### src/rtl/reg_load_skid_buffer.sv
// Two-entry valid/ready skid buffer feeding the 32-bit Register stage; 1-cycle latency when empty.
// in_ready depends on state only, so out_ready back-pressure is absorbed by the skid entry with no comb path.
module reg_load_skid_buffer #(
  parameter int DATA_W = 32,
  parameter int CNT_W  = 16
) (
  input  logic              clock,
  input  logic              reset,
  input  logic              in_valid,
  output logic              in_ready,
  input  logic [DATA_W-1:0] in_data,
  output logic              out_valid,
  input  logic              out_ready,
  output logic [DATA_W-1:0] out_data,
  output logic              reg_load,
  output logic [1:0]        occupancy,
  output logic [CNT_W-1:0]  xfer_count
);

  typedef enum logic [1:0] {
    EMPTY = 2'd0,
    ONE   = 2'd1,
    FULL  = 2'd2
  } state_t;

  state_t            state;
  logic [DATA_W-1:0] main_dat;
  logic [DATA_W-1:0] skid_dat;
  logic              in_fire;
  logic              out_fire;

  assign in_ready  = reset & (state != FULL);
  assign out_valid = (state != EMPTY);
  assign in_fire   = in_valid & in_ready;
  assign out_fire  = out_valid & out_ready;
  assign reg_load  = out_fire;
  assign out_data  = main_dat;

  always_ff @(posedge clock) begin
    if (!reset) begin
      state      <= EMPTY;
      occupancy  <= 2'd0;
      main_dat   <= '0;
      skid_dat   <= '0;
      xfer_count <= '0;
    end else begin
      if (out_fire) begin
        xfer_count <= xfer_count + CNT_W'(1);
      end
      case (state)
        EMPTY: begin
          if (in_fire) begin
            main_dat  <= in_data;
            state     <= ONE;
            occupancy <= 2'd1;
          end
        end
        ONE: begin
          if (in_fire && out_fire) begin
            main_dat <= in_data;
          end else if (in_fire) begin
            skid_dat  <= in_data;
            state     <= FULL;
            occupancy <= 2'd2;
          end else if (out_fire) begin
            state     <= EMPTY;
            occupancy <= 2'd0;
          end
        end
        FULL: begin
          // in_ready is low here, so only the drain path can move data.
          if (out_fire) begin
            main_dat  <= skid_dat;
            state     <= ONE;
            occupancy <= 2'd1;
          end
        end
        default: begin
          state     <= EMPTY;
          occupancy <= 2'd0;
        end
      endcase
    end
  end

endmodule

### config.mk
export PLATFORM = sky130hd
export DESIGN_NAME = reg_load_skid_buffer
export DESIGN_NICKNAME = d
export VERILOG_FILES = /design/src/rtl/reg_load_skid_buffer.sv
export SDC_FILE = /design/constraint.sdc
export NUM_CORES = 1
export LEC_CHECK = 0
export CORE_UTILIZATION = 25
export DETAILED_ROUTE_END_ITERATION = 10
export GPL_TIMING_DRIVEN = 0
export PLACE_DENSITY_LB_ADDON = 0.12
export SETUP_SLACK_MARGIN = 0.2
export SLEW_MARGIN = 20
export SYNTH_ARGS = -nofsm -noshare
export SYNTH_HDL_FRONTEND = slang
export SYNTH_SLANG_ARGS = --single-unit
### constraint.sdc
create_clock -name clock -period 2 [get_ports clock]
set_input_delay 0.2 -clock clock [delete_from_list [all_inputs] [get_ports clock]]
set_output_delay 0.2 -clock clock [all_outputs]
set_load 0.02 [all_outputs]
==> summary by stage <==
Global routing
Entering global routing, the biggest net connects 13 pins. The global-route wire length before repair is 14800 µm. The number of antenna violations at the first check in global routing is 0.

The total overflow reported by the global router is 0. The global-route total usage across every layer is 0.136. The via count of the first global-routing pass is 2845.

Power and ir drop
The total power is 3.94 mW. The static leakage is 1.91 nW. The largest voltage drop on the vdd net is 0.343 mV. Power spread over the standard cell area amounts to 809 mW/mm².

Floorplan
The starting density of the core is 0.257. The overall die width is 119 µm. The number of standard-cell rows in the floorplan is 42. The die covers 0.0141 mm². The die outline height is 119 µm.

89 I/O pins were placed. The area of the placeable core is 0.0132 mm².

Layout
The final layout contains 527 nets. Of the cells placed in the final design, the portion with a size suffix greater than 1 is 0.0951. In the layout the commonest cells are sky130_fd_sc_hd__clkdlybuf4s50_1 (84), sky130_fd_sc_hd__dfxtp_1 (80), sky130_fd_sc_hd__nand2_1 (73), sky130_fd_sc_hd__nor2_1 (49), sky130_fd_sc_hd__mux2i_1 (39). The area added between synthesis and finish is 43.5%. The most frequent standard cell in the layout excluding fill and tap cells is sky130_fd_sc_hd__clkdlybuf4s50_1.

The number of antenna diodes in the final layout is 0. The finished layout holds 670 standard cells, fillers aside. The final cell area excluding filler cells is 0.00487 mm². Once layout is complete, the utilization of the core stands at 0.368.

Timing
The tightest hold margin is 294 ps. The worst-case headroom to the max-slew limit is 0.627. Between clock sinks in the finished design, the worst skew comes to 6.80 ps. The setup total negative slack is 0 ps.

The max-slew violation total from the final report is 0. The worst path in the final design needs a cycle of 1760 ps, including I/O delays and setup. The part of the cycle the worst path needs is 0.881.

The slew at the pin closest to its max-slew limit is 560 ps. Setup violations remaining at the end of the flow were counted as 0. Setup repair after global routing could not meet its margin everywhere. The final setup slack of the worst path is 238 ps.

The upper clock frequency limit is 568 MHz. The total count of hold-check failures in the final report was 0.

Placed design
The final weighted congestion in routability-driven placement is 0.729. The pre-CTS worst setup slack is -154 ps. The total placed instance area is 0.00449 mm². The post-detailed-placement half-perimeter wirelength is 6610 µm. The count of buffers from port buffering is 87. Counting tap cells, the placed design contains a total of 651 instances.

Route
The count of vias placed by the detailed router is 2967. The number of detailed-routing iterations run before antenna repair is 5. The number of vias per cell is 4.43. The first routing iteration left 93 violations.

The routed design has 9000 µm of wire. After detailed routing, the met3 layer carries 439 µm of wire. The uppermost metal layer occupied by signal nets is met4. The detailed-routed wire length on met2 is 4060 µm. Once detail routing completed, the nets flagged for antenna violations numbered 0. The total DRC errors in the routed layout is 0. In the final routing, the length of wire on met1 measures 4340 µm. After detailed routing, the average wire length per cell comes to 13.4 µm.

Clock tree
In this run, CTS created clock tree buffers numbering 9. The clock transition time at the flip-flop clock pins of the worst setup and hold paths is 60 ps. The CTS sink count is 82.

The clock tree from TritonCTS is built. The clock latency on the worst-skew pair is 330 ps. The root buffer selected by CTS is sky130_fd_sc_hd__clkbuf_16. The clock passes through at most 2 buffers. The H-tree was split into 3 levels.

Flow run
The max-cap violation count is 0.

Worst setup path
Walking the worst path, the cells encountered are buf_8 -> buf_4 -> or2_2 -> dlygate4sd2_1. The maximum fanout along the worst path is 6. The worst setup path is captured at a primary output. For this run, the slowest stage of the critical path takes 340 ps. The buffers plus inverters on the worst setup path is 3. Data on the critical path arrives at its endpoint at 1560 ps. Among all stages on the critical path, the largest delay is contributed by sky130_fd_sc_hd__dfxtp_2. The data required time of the worst path is 1800 ps.

The category of the worst setup path launch point is a flop. The critical path start-end classification is flop to primary output. Grouping stages by cell kind, the critical path spends the most delay in buffers and inverters.

Worst hold path
The min-delay analysis places its worst path in the category input pin to flop.

Yosys
In the synthesized netlist, the number of instances is 388. Dividing the synthesized area by the synthesized cell count gives 8.76 µm². Synthesis produced a netlist with a net count of 425. The number of distinct library cell variants in the gate-level netlist after synthesis is 34. The Yosys step of the flow raised 0 warnings. The share of the Yosys chip area taken by registers is 0.483.

The mapped netlist covers 0.00340 mm². Counting flops and latches in the post-synthesis netlist gives 82.

Run status
The run finished with clean final reports.
## layout make-up
| class | instances | area (µm²) |
|---|---|---|
| fillers | 1408 | 8370 |
| flip-flops and latches | 82 | 1650 |
| multi-input cells | 274 | 1610 |
| repair buffers | 91 | 906 |
| clock buffers | 13 | 270 |
| well taps | 176 | 220 |
| plain buffers | 29 | 173 |
| clock inverters | 2 | 35.0 |
| inverters | 3 | 11.3 |
## registers in the layout, indices dropped and copies added, names as in the netlist
signal      flops
xfer_count     16
state           2
out_data       32
skid_dat       32
## metal layers
metal	track usage	vias to the layer above
li1	-	1536
met1	0.178	1347
met2	0.208	72
met3	0.0372	12
met4	0.0617	0
met5	0	-
## cells in the mapped netlist
| cell | count | area (µm²) |
|---|---|---|
| sky130_fd_sc_hd__a21oi_1 | 34 | 170 |
| sky130_fd_sc_hd__o2111ai_1 | 1 | 8.76 |
| sky130_fd_sc_hd__nand2_1 | 73 | 274 |
| sky130_fd_sc_hd__a211oi_1 | 32 | 240 |
| sky130_fd_sc_hd__mux2i_1 | 39 | 390 |
| sky130_fd_sc_hd__inv_1 | 2 | 7.51 |
| sky130_fd_sc_hd__o21a_1 | 1 | 7.51 |
| sky130_fd_sc_hd__a31o_2 | 1 | 8.76 |
| sky130_fd_sc_hd__dfxtp_1 | 82 | 1640 |
| sky130_fd_sc_hd__ha_1 | 1 | 12.5 |
| sky130_fd_sc_hd__o211ai_1 | 1 | 7.51 |
| sky130_fd_sc_hd__buf_2 | 12 | 60.1 |
| sky130_fd_sc_hd__o31ai_4 | 1 | 21.3 |
| sky130_fd_sc_hd__xor2_1 | 2 | 17.5 |
| sky130_fd_sc_hd__o21ai_0 | 1 | 5.00 |
| sky130_fd_sc_hd__buf_4 | 5 | 37.5 |
| sky130_fd_sc_hd__o22a_1 | 1 | 8.76 |
| sky130_fd_sc_hd__xnor2_1 | 7 | 61.3 |
| sky130_fd_sc_hd__nor4_1 | 1 | 6.26 |
| sky130_fd_sc_hd__nand3_1 | 4 | 20.0 |
| sky130_fd_sc_hd__nand3b_1 | 1 | 7.51 |
| sky130_fd_sc_hd__nor3_2 | 1 | 10.0 |
| sky130_fd_sc_hd__nor2b_1 | 1 | 6.26 |
| sky130_fd_sc_hd__nand2b_1 | 6 | 37.5 |
| sky130_fd_sc_hd__clkbuf_1 | 12 | 45.0 |
| sky130_fd_sc_hd__and3_1 | 2 | 12.5 |
| sky130_fd_sc_hd__and2_1 | 1 | 6.26 |
| sky130_fd_sc_hd__nand4_1 | 4 | 25.0 |
| sky130_fd_sc_hd__nor2_1 | 49 | 184 |
| sky130_fd_sc_hd__clkinv_1 | 1 | 3.75 |
| sky130_fd_sc_hd__or2_2 | 1 | 6.26 |
| sky130_fd_sc_hd__nor3_1 | 5 | 25.0 |
| sky130_fd_sc_hd__and4_1 | 1 | 8.76 |
| sky130_fd_sc_hd__or3_1 | 2 | 12.5 |
## what timing repair did
action	in CTS	in global routing
resized for setup	14	8
pin swaps	0	1
endpoints found under the setup margin	26	43
hold buffers	0	0
buffers inserted	0	4
## cells by family (layout without fill, tap and decap cells)
logic type      count (synthesis)  in the layout  synth area share
simple gates                  152            152             0.189
buf+inv                        32            138            0.0453
compound gates                 73             73             0.141
xor+xnor                        9              9            0.0232
fa+ha+maj                       1              1           0.00368
flops                          82             82             0.483
mux                            39             39             0.115
## power by group
group	total (mW)	leakage (nW)	internal, mW	switching [mW]
Sequential	1.74	0.668	1.70	0.0380
Clock	1.70	0.152	1.06	0.641
Combinational	0.503	1.09	0.248	0.255
Total	3.94	1.91	3.01	0.934
## path summary, 6_finish.rpt
| path | start | to | slack, ps | cells after the start |
|---|---|---|---|---|
| max reg2reg | state[1] | out_data[20] | 350 | 6 |
| max | state[1] | out_valid | 240 | 4 |
| min reg2reg | skid_dat[5] | skid_dat[5] | 450 | 2 |
| min | out_ready | state[1] | 290 | 4 |
## worst reg2reg max path, cell delays in order, from the launching register on
cell and delay (ps):
sky130_fd_sc_hd__dfxtp_2 340, sky130_fd_sc_hd__buf_8 130, sky130_fd_sc_hd__buf_4 150, sky130_fd_sc_hd__o31ai_4 270, sky130_fd_sc_hd__buf_12 160, sky130_fd_sc_hd__clkbuf_1 340, sky130_fd_sc_hd__a211oi_1 130
Note: power is estimated with default switching activity, not from simulation.
